File: config.mk
export PLATFORM = sky130hd
export DESIGN_NAME = half_adder
export DESIGN_NICKNAME = d
export VERILOG_FILES = /design/src/rtl/arith_pkg.sv /design/src/rtl/half_adder_cell.sv /design/src/rtl/half_adder.sv
export SDC_FILE = /design/constraint.sdc
export NUM_CORES = 1
export LEC_CHECK = 0
export BUFFER_PORTS_ARGS = -buffer_cell sky130_fd_sc_hd__buf_2
export CAP_MARGIN = 40
export CORE_ASPECT_RATIO = 1.25
export CORE_MARGIN = 5
export CORE_UTILIZATION = 50
export CTS_CLUSTER_SIZE = 30
export DETAILED_ROUTE_END_ITERATION = 6
export PLACE_DENSITY_LB_ADDON = 0.1
export SLEW_MARGIN = 20
export SYNTH_ARGS = -nofsm -noshare
export SYNTH_HDL_FRONTEND = slang
export SYNTH_SLANG_ARGS = --single-unit
File: constraint.sdc
create_clock -name clk -period 3.65 [get_ports clk]
set_input_delay 0.73 -clock clk [delete_from_list [all_inputs] [get_ports clk]]
set_output_delay 0.73 -clock clk [all_outputs]
set_load 0.01 [all_outputs]
File: src/rtl/arith_pkg.sv
// Shared arithmetic types and helpers for the adder family.
// Holds the half-adder result pair and its single-bit evaluator.
package arith_pkg;

    localparam int COUNT_W_DEF = 16;

    typedef struct packed {
        logic sum;
        logic carry;
    } ha_t;

    function automatic ha_t ha_bit(
        input logic a,
        input logic b
    );
        ha_t r;
        r.sum   = a ^ b;
        r.carry = a & b;
        return r;
    endfunction

endpackage

File: src/rtl/half_adder_cell.sv
// One-bit combinational half-adder lane.
// Leaf cell replicated per lane by half_adder.
module half_adder_cell
    import arith_pkg::*;
(
    input  logic a,
    input  logic b,
    output logic sum,
    output logic carry
);

    ha_t r;

    always_comb begin
        r     = ha_bit(a, b);
        sum   = r.sum;
        carry = r.carry;
    end

endmodule

File: src/rtl/half_adder.sv
// WIDTH-lane half adder with valid qualification and carry-event counter.
// Define HALF_ADDER_PIPE_EN to register sum, carry and out_valid.
module half_adder
    import arith_pkg::*;
#(
    parameter int WIDTH   = 1,
    parameter int COUNT_W = COUNT_W_DEF
) (
    input  logic               clk,
    input  logic               rst,
    input  logic               in_valid,
    input  logic [WIDTH-1:0]   a,
    input  logic [WIDTH-1:0]   b,
    output logic               out_valid,
    output logic [WIDTH-1:0]   sum,
    output logic [WIDTH-1:0]   carry,
    output logic [COUNT_W-1:0] carry_count
);

    logic [WIDTH-1:0] s_c;
    logic [WIDTH-1:0] c_c;

    for (genvar i = 0; i < WIDTH; i++) begin : g_lane
        half_adder_cell u_cell (
            .a     (a[i]),
            .b     (b[i]),
            .sum   (s_c[i]),
            .carry (c_c[i])
        );
    end

    // At most one increment per accepted pair, saturating at all-ones.
    always_ff @(posedge clk) begin
        if (rst) begin
            carry_count <= '0;
        end else if (in_valid && (|c_c) && (carry_count != '1)) begin
            carry_count <= carry_count + COUNT_W'(1);
        end
    end

`ifdef HALF_ADDER_PIPE_EN
    always_ff @(posedge clk) begin
        if (rst) begin
            out_valid <= 1'b0;
            sum       <= '0;
            carry     <= '0;
        end else begin
            out_valid <= in_valid;
            if (in_valid) begin
                sum   <= s_c;
                carry <= c_c;
            end
        end
    end
`else
    always_comb begin
        out_valid = in_valid;
        sum       = s_c;
        carry     = c_c;
    end
`endif

endmodule

# After elaboration in Yosys (flattened, before gate mapping)
# Cells that the tools add are included.
dict set report op_classes {
  addsub 1
  eq_ne 1
  bitwise 2
  reduce_logical 2
}
# cell n
set ops {}
lappend ops {{16-bit by 1-bit adder with 16-bit output (second input constant)} 1}
lappend ops {{16-bit inequality test (second input constant)} 1}
lappend ops {{1-bit logical AND} 2}
lappend ops {{1-bit bitwise AND} 1}
lappend ops {{1-bit bitwise XOR} 1}
dict set report word_totals {
  regBits 16
  in_bits 5
  out_inout_bits 19
  elab_cells 7
}

# Logic depth before layout (Yosys ltp)
# Gate-level depths: netlist (run 1).
dict set report logic_depth {
  depth_word 3
  mapped_depth 6
  ltp_nobuf 5
}

# Modules after synthesis
# Synthesis (run 1) repeated with hierarchy kept, for this count alone.
dict set report unflattened {
  hier_cells 101
  area_unflattened_um2 832.0
}
# mod instances cells_each area_per_inst_um2 seq_area_each_um2
set by_module_without_submodules {}
lappend by_module_without_submodules {half_adder 1 100 819.5 320.3}
lappend by_module_without_submodules {half_adder_cell 1 1 12.5 0.0}

# Worst setup path before layout (run 1)
# Ideal clock, no wire load.
dict set report synth_timing {
  path_type {in2reg}
  start {in a}
  end {reg carry_count[15]}
  setup_time_ns 0.070
  arrival_ns 2.073
  required_ns 3.580
  setup_slack_ns 1.507
  stages 5
  path_buffers 0
  path_cell_list {ha_1 > nand4_1 > or4_4 > or4_1 > a21oi_1}
}
dict set report synth_via {
  elab_chain_len 3
}
# item line
set synth_lines {}
lappend synth_lines {{start: declaration} half_adder.sv:12} ;# input logic [WIDTH-1:0] a,
lappend synth_lines {{1-bit bitwise AND} arith_pkg.sv:18} ;# r.carry = a & b;
lappend synth_lines {{1-bit logical AND (2 in a row)} half_adder.sv:36} ;# end else if (in_valid && (|c_c) && (carry_count != '1)) begin
lappend synth_lines {{end signal: assignment} half_adder.sv:37} ;# carry_count <= carry_count + COUNT_W'(1);
lappend synth_lines {{end: declaration} half_adder.sv:17} ;# output logic [COUNT_W-1:0] carry_count
# No other way between the ends.
# A chain may end at the register's enable or synchronous reset.

# Worst setup path in the final report (run 1)
dict set report layout_timing {
  start {in a}
  end {reg carry_count[14]}
}
# Same word-level chain as after synthesis.

==> results of run 1 <==
through the flow:
| stage | instances | cell area [um2] | worst slack (ps) | util [%] | hold WS, ps |
|---|---|---|---|---|---|
| after global routing | 141 | 1010 | 1360 | 63.6 | 562 |
| after CTS | 141 | 1010 | 1560 | 63.6 | 522 |
| final | 141 | 1010 | 1540 | 63.6 | 520 |
| after detailed placement | 137 | 970 | 1260 | 61.3 | 508 |
| after global placement | 137 | 970 | 1320 | 61.3 | 496 |
| after floorplan | 100 | 847 | 1510 | - | 514 |
area by class of cell:
| class | instances | area [um2] |
|---|---|---|
| clock buffer | 4 | 36.3 |
| fill | 155 | 576 |
| multi-input combinational | 78 | 500 |
| inverter | 1 | 3.75 |
| timing repair buffer | 24 | 123 |
| sequential | 16 | 320 |
| tap | 18 | 22.5 |
worst min-delay path by stage:
stage                                  from                      endpoint  slack (ps)  cells after the start
2_1_floorplan  carry_count[14]$_SDFFE_PP0P_  carry_count[14]$_SDFFE_PP0P_         510                      2
3_3_place_gp    carry_count[1]$_SDFFE_PP0P_   carry_count[1]$_SDFFE_PP0P_         500                      2
3_5_place_dp    carry_count[1]$_SDFFE_PP0P_   carry_count[1]$_SDFFE_PP0P_         510                      2
4_1_cts         carry_count[1]$_SDFFE_PP0P_   carry_count[1]$_SDFFE_PP0P_         520                      2
5_1_grt        carry_count[14]$_SDFFE_PP0P_  carry_count[14]$_SDFFE_PP0P_         560                      2
6_report       carry_count[10]$_SDFFE_PP0P_  carry_count[10]$_SDFFE_PP0P_         520                      2
Yosys cell counts (2+ instances only):
| cell | instances | share of area, % |
|---|---|---|
| clkbuf_1 | 3 | 1.3 |
| dfxtp_1 | 16 | 38 |
| nor4_1 | 3 | 2.2 |
| o31ai_1 | 6 | 5.3 |
| nand2_1 | 6 | 2.7 |
| nor2b_1 | 3 | 2.2 |
| o21ai_0 | 5 | 3.0 |
| nor3_1 | 2 | 1.2 |
| or4_1 | 7 | 6.2 |
| a21oi_1 | 12 | 7.1 |
| nand3_1 | 7 | 4.1 |
| mux2_2 | 3 | 4.0 |
| or3_1 | 7 | 5.2 |
| nor2_1 | 5 | 2.2 |
| ha_1 | 2 | 3.0 |
| nand4_1 | 4 | 3.0 |
power breakdown:
part / leakage, uW / internal, uW / switching, uW
clock network: 0.0000210 / 60.8 / 60.0
registers: 0.000129 / 175 / 0.752
logic: 0.000236 / 5.42 / 9.84
metal layers:
layer | global-route usage, % | vias up | part of all wire, %
li1 | - | 435 | -
met1 | 23.1 | 396 | 44
met2 | 28.2 | 21 | 49
met3 | 2.59 | 5 | 4.8
met4 | 9.09 | 0 | 2.2
met5 | 0 | - | 0
worst max-delay path, stage by stage:
cell and delay, ps:
buf_2 80, ha_1 190, nand2_1 260, or3_1 520
or4_1 410, a21oi_1 150
cells by family after synthesis:
family,after synthesis
simple gates,49
compound gates,24
flops,16
buf+inv,6
mux,3
fa+ha+maj,2
==> summary.md, run 1 <==
| Metric | Value |
|---|---|
| Reg2reg path depth | 6 |
| Status | complete, no violations |
| Total GRT Usage | between 15 and 20% |
| Final ANT Viol Nets | 0 |
| R2R Setup Slk | between 1500 and 2000 ps |
| Post-CTS Hold Buffers | 0 |
| Max_slew headroom | approximately 54% |
| CTS buffer count | 3 |
| Post-synth EDFFs | 0 |
| Vias in the first global route | 841 |
| Final Hold Fails | 0 |
| Largest register by flop count | carry_count |
| Worst Skew | 2.01 ps |
| Largest family of logic cells by synthesized area | simple AND/OR/NAND/NOR gates |
| Crit path max fanout | 14 |
| Nets@finish | 131 |
| Cell Area, Synth | ~850 um2 |
| Iteration-0 DRC Markers | 10 |
| DR vias | 857 |
| Cells after Synth | 100 |
| Setup TNS | 0 ps |
| Worst-Margin Slew | 679 ps |
| GRT overflow | 0 |
| Largest net degree at the start of global routing | 20 |
| Synthesis Warnings | 0 |
| Worst setup EP type | register |
| Period minus WS final | 2110 ps |
| Routed vias/inst | 6.08 |
| Simple-gate portion of the synthesized area | about 36% |
| Initial Util | between 50% and 60% |
| HPWL Detailed | 1.49 mm |
| Post-synthesis compound-gate area fraction | between 15 and 20% |
| Routed length per instance | approximately 14 um |
| Power, Total | 312 uW |
| WS Path Type | in -> reg |
| R2r endpoint | carry_count[15]$_SDFFE_PP0P_ |
| Critical Path AT | 2340 ps |
| First-pass GRT wire length | 3.63 mm |
| Final Max Tran Viols | 0 |
| Post-Synth XOR/XNOR Area | 0% |
| Maximum VDD drop | about 0.20 mV |
| P_leak | a little under 0.0004 uW |
| Crit path launch | a |
| H-tree levels | 1 |
| I/O Pins | 24 |
| ANT cells | 0 |
| I/O Buffers | 23 |
| Critical path data required time | 3880 ps |
| Die width | 46.8 um |
| CTS Sinks | 16 |
| Clock root buffer | clkbuf_4 |
| PD cells | 310 nW/um2 |
| P&R area growth vs syn | 18.8% |
| Worst hold path class | reg -> reg |
| Synthesized net count | 107 |
| Adder-cell share of the synthesized area | 2.95% |
| Synth Register Bits | 16 |
| Pre-antenna DRT Iters | 4 |
| Unrepaired setup endpoints after global routing | false |
| Row cnt | 16 |
| Final setup vio count | 0 |
| Commonest non-fill, non-tap cell in the layout | buf_2 |
| CP endpoint | carry_count[14]$_SDFFE_PP0P_ |
| Die Y | 56.0 um |
| Layout cells sized above 1 | 27.6% |
| Register area share after synthesis | 37.8% |
| Setup Buffers After CTS | 0 |
| Max cap viols | 0 |
| Core footprint | 1580 um2 |
| Largest registers | carry_count x16 |
| WL final | 2.03 mm |
| Post-synth ARST share | 0% |
| Reg2reg start | carry_count[0]$_SDFFE_PP0P_ |
| Synth Flop Type | dfxtp_1 |
| DR DRC count | 0 |
| Die area | 2620 um2 |
| Yosys cell types | 25 |
| Post-synthesis mux area share | 3.99% |
| Startpoint Class | input pin |
| Final Cycle Share | 57.8% |
| Initial antenna violation count | 0 |
| CTS tree | built |
| RePlAce Congestion | between 0.7 and 0.8 |
| Achievable Freq | 474 MHz |
| Clk buf depth | 2 |
| Post_cts resized | 0 |
| Avg Inst Size Synth | 8.47 um2 |
| Worst-skew pair later-pin latency | approximately 290 ps |
| CTS clock-pin slew for the worst setup and hold paths | 100 ps |
| Most frequent cells in the layout | buf_2 (23), dfxtp_1 (16), a21oi_1 (12) |
| Max reg flops | 16 |
Note: power is estimated with default switching activity, not from simulation.
==> run 2: changes to the inputs <==
- CORE_UTILIZATION: 50 -> 49
- clock period: 3.65 -> 2.1 ns (I/O delays scaled with it)
==> run 2 against run 1 <==
  * Sequential share of layout area down 0.96 points
  * Sequential power up 73%
  * Highest routed layer unchanged
  * Largest power group unchanged
  * Critical path depth down 2
  * Routed wire length fell by 3.2%
==> summary.md, run 2 (same netlist as run 1, synthesis figures left out) <==
| Metric | Value |
|---|---|
| Largest register by flop count | carry_count |
| Setup TNS | 0 ps (unchanged) |
| Power, Total | 491 uW (+57%) |
| Most frequent cells in the layout | buf_2 (23), dfxtp_1 (16), a21oi_1 (12) |
| Period minus WS final | 1930 ps |
| Routed length per instance | 13.4 um (-6.5%) |
| Setup Buffers After CTS | 0 (unchanged) |
| CTS tree | built |
| Vias in the first global route | 812 (-3.4%) |
| Max reg flops | 16 (unchanged) |
| PD cells | 473 nW/um2 (+53%) |
| Worst hold path class | reg -> reg |
| Clock root buffer | clkbuf_4 |
| Clk buf depth | 2 (unchanged) |
| Commonest non-fill, non-tap cell in the layout | buf_2 |
| Final Cycle Share | 91.8% |
| CTS clock-pin slew for the worst setup and hold paths | 90 ps (about the same) |
| ANT cells | 0 (unchanged) |
| Critical path data required time | 2320 ps (-1560 ps) |
| HPWL Detailed | 1.52 mm (+2.2%) |
| Largest net degree at the start of global routing | 20 (unchanged) |
| I/O Pins | 24 (unchanged) |
| I/O Buffers | 23 (unchanged) |
| Row cnt | 16 (unchanged) |
| Crit path max fanout | 8 (-6) |
| P&R area growth vs syn | 22.5% |
| Achievable Freq | approximately 520 MHz |
| GRT overflow | 0 (unchanged) |
| DR vias | 877 (+2.3%) |
| Maximum VDD drop | 0.403 mV (+97%) |
| Routed vias/inst | 6.01 (-1.2%) |
| Worst setup EP type | register |
| Unrepaired setup endpoints after global routing | false |
| Core footprint | 1600 um2 (+1.3%) |
| Worst-Margin Slew | 387 ps (-292 ps) |
| Die Y | 56.5 um (+0.83%) |
| Die area | 2670 um2 (+1.6%) |
| WL final | 1.96 mm (-3.2%) |
| P_leak | 0.000406 uW (+5.4%) |
| DR DRC count | 0 (unchanged) |
| Total GRT Usage | 16.8% (-1.2 points) |
| Layout cells sized above 1 | 30.5% (+2.8 points) |
| Critical Path AT | 2140 ps (-200 ps) |
| Final setup vio count | 0 (unchanged) |
| Max_slew headroom | 73.9% (+20 points) |
| Worst Skew | 4.17 ps (+2.16 ps) |
| CTS buffer count | 3 (unchanged) |
| Post_cts resized | 0 (unchanged) |
| H-tree levels | 1 (unchanged) |
| Worst-skew pair later-pin latency | 290 ps (about the same) |
| Initial antenna violation count | 0 (unchanged) |
| Initial Util | 52.9% (-0.67 points) |
| Final ANT Viol Nets | 0 (unchanged) |
| Final Max Tran Viols | 0 (unchanged) |
| Post-CTS Hold Buffers | 0 (unchanged) |
| Status | complete, no violations |
| Iteration-0 DRC Markers | 19 (+9) |
| CTS Sinks | 16 (unchanged) |
| First-pass GRT wire length | 3.33 mm (-8.4%) |
| RePlAce Congestion | 0.780 (-0.97%) |
| Largest registers | carry_count x16 |
| Die width | 47.2 um (+0.80%) |
| Nets@finish | 137 (+4.6%) |
| WS Path Type | reg -> reg |
| Startpoint Class | register |
| Max cap viols | 0 (unchanged) |
| Pre-antenna DRT Iters | 4 (unchanged) |
| Final Hold Fails | 0 (unchanged) |
run 2: worst paths after layout:
check / start / endpoint / slack (ps) / depth (start not counted)
setup / recovery: carry_count[3]$_SDFFE_PP0P_ / carry_count[15]$_SDFFE_PP0P_ / 170 / 4
hold reg to reg: carry_count[14]$_SDFFE_PP0P_ / carry_count[14]$_SDFFE_PP0P_ / 510 / 2
setup reg to reg: carry_count[3]$_SDFFE_PP0P_ / carry_count[15]$_SDFFE_PP0P_ / 170 / 4
hold / removal: carry_count[14]$_SDFFE_PP0P_ / carry_count[14]$_SDFFE_PP0P_ / 510 / 2
run 2: stage by stage:
| stage | util, % | worst slack (ps) | cell area (um2) | std cells | hold slack (ps) |
|---|---|---|---|---|---|
| detailed placement | 63.4 | 160 | 1010 | 143 | 503 |
| floorplan | - | 245 | 847 | 100 | 514 |
| CTS | 64.8 | 162 | 1040 | 146 | 517 |
| finish | 64.8 | 173 | 1040 | 146 | 515 |
| global route | 64.8 | 63.6 | 1040 | 146 | 525 |
| global placement | 63.4 | 222 | 1010 | 143 | 492 |
run 2: routing by layer:
metal / GRT usage, % / routed length, um / vias to the layer above
li1: - / - / 447
met1: 21.2 / 874 / 398
met2: 25.4 / 916 / 27
met3: 2.88 / 127 / 5
met4: 10.3 / 43 / 0
met5: 0 / 0 / -
run 2: final cells by class:
cell class,count,area (um2)
inverters,1,3.75
well taps,18,22.5
repair buffers,30,168
multi-input cells,78,500
clock buffers,3,22.5
flip-flops and latches,16,320
fillers,149,564
run 2: critical path: stages, from the launching register on:
cell	delay [ps]
dfxtp_1	470
nand4_4	180
or4_4	590
or4_1	470
a21oi_1	150
run 2: power by group:
part           switching (uW)  internal, uW  total [uW]
Sequential               1.21           304         305
Combinational            17.8          11.2        29.0
Clock                    89.9          66.7         157
==> run 3: changes to the inputs <==
- SYNTH_HIERARCHICAL: unset -> 1
==> run 3 against run 2 <==
  * Clock power barely moved
  * Critical path depth is the same
  * Design area shrank 4.2%
  * Worst setup slack improved by 19 ps
  * Non-clock buffer count shrank 4
  * Clock skew increased by 2.9 ps
  * Flip-flop and latch count unchanged
  * Maximum frequency up 0.99%
  * Highest routed layer unchanged
==> summary.md, run 3 <==
| Metric | Value |
|---|---|
| Status | complete, no violations |
| Unrepaired setup endpoints after global routing | false |
| CTS Sinks | 16 (unchanged) |
| Fillers | 161 (+8.1%) |
| Synth Flop Type | dfxtp_1 |
| DR vias | 830 (-5.4%) |
| ANT cells | 0 (unchanged) |
| Clock root buffer | clkbuf_4 |
| Total GRT Usage | 15.2% (-1.6 points) |
| Vias in the first global route | 748 (-7.9%) |
| Yosys cell types | 31 (+24%) |
| Crit path max fanout | 7 (-1) |
| Nets@finish | 134 (-2.2%) |
| CTS clock-pin slew for the worst setup and hold paths | 90 ps (about the same) |
| Post-CTS Hold Buffers | 0 (unchanged) |
| P_leak | 0.000380 uW (-6.4%) |
| PD cells | 502 nW/um2 (+6.0%) |
| Worst-skew pair later-pin latency | 290 ps (about the same) |
| I/O Buffers | 23 (unchanged) |
| Clk buf depth | 2 (unchanged) |
| Setup TNS | 0 ps (unchanged) |
| Iteration-0 DRC Markers | 7 (-12) |
| Row cnt | 16 (unchanged) |
| Startpoint Class | register |
| Post_cts resized | 0 (unchanged) |
| Worst setup EP type | register |
| Largest register by flop count | carry_count |
| WL final | 1.87 mm (-4.5%) |
| P&R area growth vs syn | 19.4% |
| Synthesis Warnings | 6 (+6) |
| Power, Total | 499 uW (+1.5%) |
| HPWL Detailed | 1.42 mm (-6.3%) |
| Max_slew headroom | 71.5% (-2.5 points) |
| CTS buffer count | 3 (unchanged) |
| First-pass GRT wire length | 3.09 mm (-7.0%) |
| Synth Register Bits | 16 (unchanged) |
| Commonest non-fill, non-tap cell in the layout | buf_2 |
| Initial Util | 52.6% (-0.28 points) |
| CTS tree | built |
| Worst Skew | 7.09 ps (+2.92 ps) |
| Final ANT Viol Nets | 0 (unchanged) |
| Synth area leader | dfxtp_1 |
| Core footprint | 1580 um2 (-1.3%) |
| Post-synth ARST share | 0% (unchanged) |
| Most frequent cell after synthesis | dfxtp_1 |
| RePlAce Congestion | 0.735 (-5.7%) |
| Final Cycle Share | 90.9% (-0.90 points) |
| Critical Path AT | 2130 ps (about the same) |
| Worst hold path class | in -> reg |
| Period minus WS final | 1910 ps (-18.8 ps) |
| Worst-Margin Slew | 424 ps (+36.4 ps) |
| Post-synth EDFFs | 0 (unchanged) |
| Final Max Tran Viols | 0 (unchanged) |
| GRT overflow | 0 (unchanged) |
| Synthesized net count | 108 (+0.93%) |
| Post-synth top area share | 38.5% (+0.68 points) |
| WS Path Type | reg -> reg |
| Setup Buffers After CTS | 0 (unchanged) |
| I/O Pins | 24 (unchanged) |
| Achievable Freq | 524 MHz (+0.99%) |
| Layout cells sized above 1 | 28.8% (-1.7 points) |
| Synth top area cells | dfxtp_1 (38%), a21oi_1 (6.0%), nand4_1 (3.8%) |
| Most frequent cells in the layout | buf_2 (23), dfxtp_1 (16), a21oi_1 (10) |
| Die Y | 56.1 um (-0.73%) |
| Max cap viols | 0 (unchanged) |
| Cells after Synth | 101 (+1.0%) |
| Largest net degree at the start of global routing | 18 (-10%) |
| H-tree levels | 1 (unchanged) |
| Critical path data required time | 2320 ps (about the same) |
| Largest registers | carry_count x16 |
| Routed vias/inst | 5.80 (-3.4%) |
| Register area share after synthesis | 38.5% (+0.68 points) |
| Final setup vio count | 0 (unchanged) |
| Die width | 46.9 um (-0.71%) |
| DR DRC count | 0 (unchanged) |
| Maximum VDD drop | 0.372 mV (-7.7%) |
| Top post-synthesis cells by count | dfxtp_1 (16), a21oi_1 (10), nor2_1 (8) |
| Initial antenna violation count | 0 (unchanged) |
| Final Hold Fails | 0 (unchanged) |
| Pre-antenna DRT Iters | 4 (unchanged) |
| Avg Inst Size Synth | 8.24 um2 (-2.7%) |
| Cell Area, Synth | 832 um2 (-1.8%) |
| Routed length per instance | 13.1 um (-2.5%) |
| Max reg flops | 16 (unchanged) |
| Die area | 2630 um2 (-1.4%) |
-- run 3: power breakdown --
part           switching, uW  internal (uW)  total, uW
logic                   20.0           13.6       33.5
registers              0.934            305        305
clock network           92.9           66.7        160
total                    114            385        499
-- run 3: final timing paths --
| kind | cells past startpoint | to | startpoint | slack [ps] |
|---|---|---|---|---|
| max | 4 | carry_count[15]$_SDFFE_PP0P_ | carry_count[6]$_SDFFE_PP0P_ | 190 |
| max reg2reg | 4 | carry_count[15]$_SDFFE_PP0P_ | carry_count[6]$_SDFFE_PP0P_ | 190 |
| min reg2reg | 2 | carry_count[15]$_SDFFE_PP0P_ | carry_count[15]$_SDFFE_PP0P_ | 520 |
| min | 2 | carry_count[0]$_SDFFE_PP0P_ | rst | 490 |
-- run 3: per-layer routing --
metal	part of all wire, %	global-route usage [%]	wire [um]	vias up
met5	0	0	0	-
met2	47	23.7	885	23
li1	-	-	-	425
met4	1.3	4.74	25	0
met3	5.0	3.24	94	3
met1	46	20.2	866	379
-- run 3: critical path: stages, from the launching register on --
cell	delay (ps)
dfxtp_1	440
nand3_2	170
or4_4	600
or4_1	480
a21oi_1	150
-- run 3: final cells by class --
class | instances | area [um2] | area share [%]
Clock buffer | 3 | 22.5 | 2.27
Inverter | 3 | 11.3 | 1.13
Multi-Input combinational cell | 77 | 479 | 48.2
Sequential cell | 16 | 320 | 32.2
Tap cell | 18 | 22.5 | 2.27
Timing Repair Buffer | 26 | 138 | 13.9
-- run 3: cells by family after synthesis --
family	Yosys count	synth area share, %
buffers and inverters	8	4.81
XOR/XNOR	1	1.05
AO/OA/AOI/OAI	22	15.2
multiplexers	3	3.76
flip-flops	16	38.5
adder cells (fa/ha/maj)	2	3.01
AND/OR/NAND/NOR	49	33.7
-- run 3: through the flow --
stage	cells	hold slack (ps)	util, %	setup WS (ps)	area, um2
floorplan	101	517	-	243	832
global placement	140	495	61.4	255	971
detailed placement	140	510	61.4	219	971
CTS	143	491	62.8	195	993
global route	143	519	62.8	64.3	993
finish	143	486	62.8	191	993
